File: src/rtl/fetch_pkg.sv
// Shared encodings and state type for the instruction fetch stage.
package fetch_pkg;

   localparam logic [1:0] PCTYPE_BRANCH = 2'b00;
   localparam logic [1:0] PCTYPE_JREG   = 2'b01;
   localparam logic [1:0] PCTYPE_JABS   = 2'b10;

   localparam logic [31:0] NOP_INSTR_DEFAULT = 32'h0000_0013;

   typedef enum logic [1:0] {
      FETCH = 2'd0,
      HOLD  = 2'd1,
      DROP  = 2'd2
   } fetch_state_t;

endpackage

File: src/rtl/fetch_next_pc.sv
// Redirect target mux: selects the decode-supplied target and word-aligns it.
module fetch_next_pc
   import fetch_pkg::*;
(
   input  logic [1:0]  selpctype,
   input  logic [31:0] pcimd2ext,
   input  logic [31:0] rega,
   input  logic [31:0] pcindex,
   output logic [31:0] target
);

   logic [31:0] raw_target;

   always_comb begin
      raw_target = pcimd2ext;
      case (selpctype)
         PCTYPE_BRANCH: raw_target = pcimd2ext;
         PCTYPE_JREG:   raw_target = rega;
         PCTYPE_JABS:   raw_target = pcindex;
         default:       raw_target = pcimd2ext;
      endcase
   end

   assign target = {raw_target[31:2], 2'b00};

endmodule

File: src/rtl/fetch_unit.sv
// Instruction fetch stage: PC, memory request handshake, skid buffer and IF/ID register.
module fetch_unit
   import fetch_pkg::*;
#(
   parameter logic [31:0] RESET_PC  = 32'h0000_0000,
   parameter logic [31:0] NOP_INSTR = NOP_INSTR_DEFAULT
) (
   input  logic        clock,
   input  logic        reset,
   output logic [31:0] if_id_instruc,
   output logic [31:0] if_id_nextpc,
   input  logic        id_if_selpcsource,
   input  logic [1:0]  id_if_selpctype,
   input  logic [31:0] id_if_pcimd2ext,
   input  logic [31:0] id_if_rega,
   input  logic [31:0] id_if_pcindex,
   input  logic        id_stall,
   output logic        if_mem_req,
   output logic [31:0] if_mem_addr,
   input  logic        mem_if_ack,
   input  logic [31:0] mem_if_data
);

   fetch_state_t state_reg, state_next;
   logic [31:0]  pc_reg, pc_next;
   logic [31:0]  skid_instr_reg, skid_instr_next;
   logic [31:0]  skid_nextpc_reg, skid_nextpc_next;
   logic [31:0]  redir_pc_reg, redir_pc_next;
   logic [31:0]  if_id_instr_reg, if_id_instr_next;
   logic [31:0]  if_id_nextpc_reg, if_id_nextpc_next;

   logic [31:0]  target;
   logic [31:0]  pc_plus4;
   logic         redir;

   fetch_next_pc u_next_pc (
      .selpctype (id_if_selpctype),
      .pcimd2ext (id_if_pcimd2ext),
      .rega      (id_if_rega),
      .pcindex   (id_if_pcindex),
      .target    (target)
   );

   // A stalled decode cannot act on its own redirect request.
   assign redir    = id_if_selpcsource & ~id_stall;
   assign pc_plus4 = pc_reg + 32'd4;

   always_comb begin
      state_next        = state_reg;
      pc_next           = pc_reg;
      skid_instr_next   = skid_instr_reg;
      skid_nextpc_next  = skid_nextpc_reg;
      redir_pc_next     = redir_pc_reg;
      if_id_instr_next  = if_id_instr_reg;
      if_id_nextpc_next = if_id_nextpc_reg;

      case (state_reg)
         FETCH: begin
            if (mem_if_ack) begin
               if (!id_stall) begin
                  if_id_instr_next  = mem_if_data;
                  if_id_nextpc_next = pc_plus4;
                  pc_next           = redir ? target : pc_plus4;
               end else begin
                  skid_instr_next  = mem_if_data;
                  skid_nextpc_next = pc_plus4;
                  pc_next          = pc_plus4;
                  state_next       = HOLD;
               end
            end else begin
               if (redir) begin
                  redir_pc_next = target;
                  state_next    = DROP;
               end
               if (!id_stall) begin
                  if_id_instr_next  = NOP_INSTR;
                  if_id_nextpc_next = pc_reg;
               end
            end
         end
         HOLD: begin
            if (!id_stall) begin
               if_id_instr_next  = skid_instr_reg;
               if_id_nextpc_next = skid_nextpc_reg;
               state_next        = FETCH;
            end
         end
         DROP: begin
            // The stale response is swallowed; the latest redirect target wins.
            if (redir) begin
               redir_pc_next = target;
            end
            if (mem_if_ack) begin
               pc_next    = redir ? target : redir_pc_reg;
               state_next = FETCH;
            end
            if (!id_stall) begin
               if_id_instr_next  = NOP_INSTR;
               if_id_nextpc_next = pc_reg;
            end
         end
         default: begin
            state_next = FETCH;
         end
      endcase
   end

   always_ff @(posedge clock) begin
      if (reset) begin
         state_reg        <= FETCH;
         pc_reg           <= RESET_PC;
         skid_instr_reg   <= 32'd0;
         skid_nextpc_reg  <= 32'd0;
         redir_pc_reg     <= 32'd0;
         if_id_instr_reg  <= NOP_INSTR;
         if_id_nextpc_reg <= RESET_PC;
      end else begin
         state_reg        <= state_next;
         pc_reg           <= pc_next;
         skid_instr_reg   <= skid_instr_next;
         skid_nextpc_reg  <= skid_nextpc_next;
         redir_pc_reg     <= redir_pc_next;
         if_id_instr_reg  <= if_id_instr_next;
         if_id_nextpc_reg <= if_id_nextpc_next;
      end
   end

   assign if_mem_req    = (state_reg != HOLD) & ~reset;
   assign if_mem_addr   = pc_reg;
   assign if_id_instruc = if_id_instr_reg;
   assign if_id_nextpc  = if_id_nextpc_reg;

endmodule

File: config.mk
export PLATFORM = sky130hd
export DESIGN_NAME = fetch_unit
export DESIGN_NICKNAME = d
export VERILOG_FILES = /design/src/rtl/fetch_pkg.sv /design/src/rtl/fetch_next_pc.sv /design/src/rtl/fetch_unit.sv
export SDC_FILE = /design/constraint.sdc
export NUM_CORES = 1
export LEC_CHECK = 0
export CELL_PAD_IN_SITES_DETAIL_PLACEMENT = 1
export CELL_PAD_IN_SITES_GLOBAL_PLACEMENT = 2
export CORE_ASPECT_RATIO = 0.8
export CORE_MARGIN = 1
export CORE_UTILIZATION = 28
export CTS_BUF_LIST = sky130_fd_sc_hd__clkbuf_8 sky130_fd_sc_hd__clkbuf_16
export DETAILED_ROUTE_END_ITERATION = 10
export GPL_ROUTABILITY_DRIVEN = 0
export GPL_TIMING_DRIVEN = 1
export PLACE_DENSITY = 0.84
export SLEW_MARGIN = 25
export SYNTH_ARGS = -nofsm -noshare
export SYNTH_HDL_FRONTEND = slang
export SYNTH_SLANG_ARGS = --single-unit
File: constraint.sdc
create_clock -name clock -period 2.8 [get_ports clock]
set_input_delay 0.56 -clock clock [delete_from_list [all_inputs] [get_ports clock]]
set_output_delay 0.56 -clock clock [all_outputs]
set_load 0.03 [all_outputs]
==> metrics.md, run 1 <==
| Metric | Value |
|---|---|
| Run status | completed |
| WL/cell | 19.69 um |
| Cell variety after synth | 64 |
| Die Span X | 211.9 um |
| Max Cap Viol | 0 |
| Synth Area in Simple Gates | roughly 22% |
| Area of the mapped netlist | roughly 0.0099 mm^2 |
| Routed via count | 10500 |
| CTS HTree Levels | 4 |
| First-pass GRT wire length | 60260 um |
| Total gr overflow | 0 |
| Hold_ws | ~450 ps |
| ANT nets after route | 0 |
| Sw frac | 36.51% |
| #FFs+latches synth | slightly below 200 |
| Inserted Diodes | 0 |
| DRT Pass-1 Iters | 5 |
| Die area | about 0.036 mm^2 |
| Max Transition Viols Final | 0 |
| Largest net degree at the start of global routing | around 160 |
| P_leak | 4.763 nW |
| Most common cell after layout, fill and taps aside | clkdlybuf4s50_1 |
| Reg2Reg Launch Point | if_mem_addr[3] |
| Gr usage total | between 20% and 30% |
| Post-Place Cells | 1952 |
| Setup WS post-layout | 322.8 ps |
| 1st-iter DRT viols | 726 |
| Critical path peak fanout | 5 |
| Power per Cell Area | 630.9 mW/mm^2 |
| HP Start | redir_pc_reg[5] |
| Post-CTS Hold Buffers | 0 |
| Fin cells | 1984 |
| # resized after CTS | 0 |
| Main combinational cell family by area after synthesis | compound AO/OA/AOI/OAI gates |
| DP Area | 0.01287 mm^2 |
| Slew headroom | 48.11% |
| XOR/XNOR Fraction of Synth Area | between 1 and 1.5% |
| Fmax | 403.7 MHz |
| Critical path class | flop to primary output |
| HP Class | flop to flop |
| CTS tree | yes |
| Die height | 170.0 um |
| Synthesis Warnings | 0 |
| Fraction of layout cells with a size suffix above 1 | between 8 and 9% |
| Seq/Total Area, Yosys | 39.34% |
| Clock Sinks | 194 |
| Fin crit period | about 2500 ps |
| Post-CTS setup repair buffer count | 0 |
| Worst EP arrival | roughly 1900 ps |
| I/O pin total | 232 |
| Synth Area in Compound Gates | a little under 30% |
| Layout Area Growth over Synthesis | 36.17% |
| FP Rows | 61 |
| Commonest non-fill, non-tap cells in the layout | 223 x clkdlybuf4s50_1, 194 x dfxtp_1, 172 x nand2_1 |
| Mapped Cells | about 1300 |
| Core Region | 0.03473 mm^2 |
| Hpwl dp | between 20000 and 30000 um |
| Share of total power in combinational logic | about 32% |
| Initial antenna violation count | 0 |
| Pwr Total | 8.482 mW |
| Final wirelength | 39060 um |
| Vias per cell | 5.294 |
| Tcrit/Tclk final | 88.47% |
| Sequential Power Share | 38.6% |
| Worst-margin pin slew | just under 800 ps |
| Maximum clock path buffer count | 2 |
| Layout Nets | 1640 |
| Pre-CTS setup slack | -37.13 ps |
| Num CTS Buffers | 17 |
| Final instance area | 0.01344 mm^2 |
| I/O Buffers | 225 |
| Net switching power | 3.097 mW |
| Final Hold Vio Count | 0 |
| Multiplexer share of the synthesized area | 1.673% |
| Worst-Skew Late Latency | 450 ps |
| Worst Setup SP | state_reg[1] |
| Clock slew at reported path FFs | 70 ps |
| Adder-Cell Fraction of Synth Area | 0.7604% |
| DRC Markers | 0 |
| EDFF count, synth | 0 |
| Required time of the critical path | 2240 ps |
| Initial core utilization | 28.43% |
| Peak VDD IR | 437.0 uV |
| Int Pwr | 5.385 mW |
| # setup viols final | 0 |
| CP startpoint kind | flop |
| RSZ-0062 raised after global routing | no |
| Post-synth top flop | dfxtp_1 |
| Vias in the first global route | between 10000 and 15000 |
| Syn Nets | 1452 |
| Syn avg cell area | 7.531 um^2 |
| Ys async rst share | 0% |
| Clock Skew | around 14 ps |
| Endpoint class of the critical path | primary output |
| Clock root cell | clkbuf_16 |
| Clock share of power | 29.1% |
## cell usage after synthesis (all sizes together) (4+ instances only)
master	instances	share of area, %
ha	6	0.76
a22oi	46	3.5
nand2	172	6.5
buf	24	1.2
dfxtp	194	39
o211ai	9	0.68
a211oi	16	1.3
nand3	22	1.3
and3	12	0.76
a221o	13	1.3
a21o	7	0.53
a31oi	19	1.2
nand4	12	0.98
o31a	4	0.35
nor3	52	2.9
nand2b	6	0.38
a21oi	159	8.1
mux2	12	1.4
o32ai	5	0.44
xnor2	12	1.1
clkbuf	98	3.7
o21a	5	0.38
a311oi	5	0.44
nor4	14	1.4
and4	5	0.44
a222oi	8	0.81
a221oi	23	2.0
o21ai	125	6.3
nor2	161	6.1
nor2b	6	0.38
inv	24	0.91
## cells by family (layout without fill, tap and decap cells)
kind of cell / after synthesis / after routing
adder cells (fa/ha/maj): 6 / 6
multiplexers: 15 / 15
flip-flops: 194 / 194
AND/OR/NAND/NOR: 472 / 472
buffers and inverters: 146 / 347
AO/OA/AOI/OAI: 463 / 463
XOR/XNOR: 15 / 15
## per-stage QoR
stage	TNS (ps)	utilization (%)
after CTS	0	38.71
final	0	38.71
after global placement	0	37.07
after detailed placement	-104.2	37.07
after floorplan	0	-
after global routing	0	38.71
## worst max-delay path, stage by stage, from the launching register on
cell	delay (ps)
dfxtp_1	350
inv_1	70
ha_1	250
nor2_1	130
clkdlybuf4s50_1	690
## power groups by stage
stage                     registers (mW)  clock network [mW]  logic (mW)
after floorplan                     3.62                   0        1.19
after global placement              3.32                   0        2.69
after detailed placement            3.33                   0        2.74
after CTS                           3.27                2.53        2.75
after global routing                3.31                2.64        2.96
final                               3.27                2.46        2.74
## final timing paths
check / endpoint / slack, ps / cells after the start
min reg2reg: redir_pc_reg[5] / 450 / 2
min: redir_pc_reg[5] / 450 / 2
max: if_mem_req / 320 / 4
max reg2reg: if_mem_addr[14] / 360 / 6
## layer usage
layer / vias up / wire length (um) / part of all wire [%] / track usage, %
met5: - / 0 / 0 / 0
met4: 0 / 386 / 0.99 / 4.663
met3: 22 / 1908 / 4.9 / 3.543
met2: 283 / 16670 / 43 / 31.53
met1: 5094 / 20090 / 51 / 32.38
li1: 5105 / - / - / -
## cell type report
class                           count  area [um^2]
Fill cell                        4176        21280
Multi-Input combinational cell    971         5445
Sequential cell                   194         3884
Timing Repair Buffer              291         2865
Tap cell                          472        590.6
Clock buffer                       18        439.2
Clock inverter                     14        130.1
Inverter                           24        90.09
Note: power is estimated with default switching activity, not from simulation.
==> inputs of run 2 (changes only) <==
--- a/config.mk
+++ b/config.mk
@@ -11,11 +11,13 @@
 export CORE_MARGIN = 1
 export CORE_UTILIZATION = 28
 export CTS_BUF_LIST = sky130_fd_sc_hd__clkbuf_8 sky130_fd_sc_hd__clkbuf_16
+export CTS_CLUSTER_DIAMETER = 80
 export DETAILED_ROUTE_END_ITERATION = 10
 export GPL_ROUTABILITY_DRIVEN = 0
 export GPL_TIMING_DRIVEN = 1
+export HOLD_SLACK_MARGIN = 0.12
 export PLACE_DENSITY = 0.84
-export SLEW_MARGIN = 25
+export SLEW_MARGIN = 30
 export SYNTH_ARGS = -nofsm -noshare
 export SYNTH_HDL_FRONTEND = slang
 export SYNTH_SLANG_ARGS = --single-unit
==> run 2 against run 1 <==
Cell area rose by 0.10%. Non-clock buffer count stayed put. Critical endpoint is now if_mem_addr[14]. Critical path depth grew 2.
==> metrics.md, run 2 (synthesis gave the netlist of run 1 again) <==
| Metric | Value |
|---|---|
| Total gr overflow | 0 (unchanged) |
| CP startpoint kind | flop |
| Crit path largest cell delay | 510 ps (-180 ps) |
| Num CTS Buffers | 17 (unchanged) |
| Clock Sinks | 194 (unchanged) |
| 1st-iter DRT viols | 739 (+1.8%) |
| # resized after CTS | 0 (unchanged) |
| Fin crit period | 2479 ps (+1.379 ps) |
| Final Hold Vio Count | 0 (unchanged) |
| Worst-Skew Late Latency | 450 ps (about the same) |
| Hpwl dp | 28280 um (+0.23%) |
| Critical path peak fanout | 7 (+2) |
| First-pass GRT wire length | 60540 um (+0.47%) |
| # setup viols final | 0 (unchanged) |
| Die Span X | 211.9 um (unchanged) |
| Initial core utilization | 28.43% (unchanged) |
| Power per Cell Area | 634.7 mW/mm^2 (+0.60%) |
| Run status | completed |
| Filler Cell Count | 4205 (+0.69%) |
| Clock slew at reported path FFs | 70 ps (about the same) |
| Vias in the first global route | 10330 (+0.56%) |
| P_leak | 4.779 nW (+0.35%) |
| CTS HTree Levels | 4 (unchanged) |
| Final instance area | 0.01346 mm^2 (+0.10%) |
| Maximum clock path buffer count | 2 (unchanged) |
| I/O pin total | 232 (unchanged) |
| Slew headroom | 48.35% (+0.24 points) |
| Tcrit/Tclk final | 88.52% (about the same) |
| Die height | 170.0 um (unchanged) |
| Post-CTS setup repair buffer count | 0 (unchanged) |
| HP Class | flop to flop |
| Final wirelength | 39130 um (+0.20%) |
| Layout Area Growth over Synthesis | 36.31% |
| WL/cell | 19.72 um (+0.20%) |
| Worst-margin pin slew | 774.7 ps (-3.637 ps) |
| Critical path class | flop to flop |
| I/O Buffers | 225 (unchanged) |
| Worst Setup SP | if_mem_addr[3] |
| CP max stage cell | xor2_1 |
| Post-CTS Hold Buffers | 0 (unchanged) |
| WP buf/inv | 0 (-2) |
| ANT nets after route | 0 (unchanged) |
| Commonest non-fill, non-tap cells in the layout | 223 x clkdlybuf4s50_1, 194 x dfxtp_1, 172 x nand2_1 |
| Core Region | 0.03473 mm^2 (unchanged) |
| Max Transition Viols Final | 0 (unchanged) |
| DRC Markers | 0 (unchanged) |
| FP Rows | 61 (unchanged) |
| Routed via count | 10510 (+0.048%) |
| Endpoint class of the critical path | flop |
| DP Area | 0.01287 mm^2 (about the same) |
| Die area | 0.03602 mm^2 (unchanged) |
| Crit-path cells | ha_1 -> nand3_1 -> nor4_1 -> xor2_1 -> o211ai_1 -> a211oi_1 |
| Fmax | 403.5 MHz (about the same) |
| Sum Neg Setup Slack | 0 ps (unchanged) |
| Fraction of layout cells with a size suffix above 1 | 8.929% (-0.066 points) |
| Max Cap Viol | 0 (unchanged) |
| Vias per cell | 5.297 (about the same) |
| Reg2Reg Launch Point | if_mem_addr[3] |
| Inserted Diodes | 0 (unchanged) |
| CTS tree | yes |
| Layout Nets | 1640 (unchanged) |
| Required time of the critical path | 3130 ps (+890 ps) |
| Gr usage total | 21.50% (about the same) |
| Top delay family on crit path | simple AND/OR/NAND/NOR gates |
| Peak VDD IR | 452.1 uV (+3.5%) |
| Clock Skew | 18.67 ps (+4.560 ps) |
| Most common cell after layout, fill and taps aside | clkdlybuf4s50_1 |
| HP Start | redir_pc_reg[5] |
| Clock root cell | clkbuf_16 |
| DRT Pass-1 Iters | 5 (unchanged) |
| Initial antenna violation count | 0 (unchanged) |
| Largest net degree at the start of global routing | 161 (unchanged) |
| Worst EP arrival | 2810 ps (+890 ps) |
| RSZ-0062 raised after global routing | no |
## run 2: stage by stage
stage / power, mW / hold slack (ps) / utilization [%] / instances / worst slack [ps]
finish: 8.541 / 451.5 / 38.75 / 1984 / 321.4
global route: 8.981 / 471.6 / 38.75 / 1984 / 185.0
CTS: 8.613 / 454.1 / 38.75 / 1984 / 287.0
detailed placement: 6.075 / 443.8 / 37.07 / 1952 / -36.71
global placement: 6.014 / 437.2 / 37.07 / 1952 / 9.353
floorplan: 4.802 / 431.2 / - / 1311 / 671.4
## run 2: worst paths after layout
check | to | slack [ps] | cells after the start
setup / recovery | if_mem_addr[14] | 320 | 6
hold / removal | redir_pc_reg[5] | 450 | 2
setup reg to reg | if_mem_addr[14] | 320 | 6
hold reg to reg | redir_pc_reg[5] | 450 | 2
## run 2: power breakdown
group | switching [mW] | internal [mW] | total, mW | leakage (nW)
logic | 1.66 | 1.09 | 2.74 | 2.90
clock network | 1.19 | 1.33 | 2.53 | 0.292
registers | 0.239 | 3.03 | 3.27 | 1.59
## run 2: area by class of cell
type / instances / area [um^2] / share of cell area (%)
inverters: 24 / 90.09 / 0.6694
flip-flops and latches: 194 / 3884 / 28.86
clock buffers: 17 / 425.4 / 3.161
repair buffers: 291 / 2865 / 21.29
clock inverters: 15 / 157.7 / 1.171
multi-input cells: 971 / 5445 / 40.46
well taps: 472 / 590.6 / 4.388
## run 2: tightest hold or removal path, stage by stage (launching register included)
cell     delay (ps)
dfxtp_1         310
nand2_1          50
a21oi_1          50
## run 2: layer usage
metal | part of all wire (%) | track usage [%] | up-vias
li1 | - | - | 5094
met1 | 51 | 32.05 | 5123
met2 | 43 | 32.12 | 273
met3 | 5.1 | 3.617 | 19
met4 | 0.83 | 4.159 | 0
met5 | 0 | 0 | -
==> inputs of run 3 (changes only) <==
--- a/config.mk
+++ b/config.mk
@@ -13,7 +13,6 @@
 export CTS_BUF_LIST = sky130_fd_sc_hd__clkbuf_8 sky130_fd_sc_hd__clkbuf_16
 export CTS_CLUSTER_DIAMETER = 80
 export DETAILED_ROUTE_END_ITERATION = 10
-export GPL_ROUTABILITY_DRIVEN = 0
 export GPL_TIMING_DRIVEN = 1
 export HOLD_SLACK_MARGIN = 0.12
 export PLACE_DENSITY = 0.84
==> results of run 3 <==
No change in the layout: final DEF, timing and power equal those of run 2.
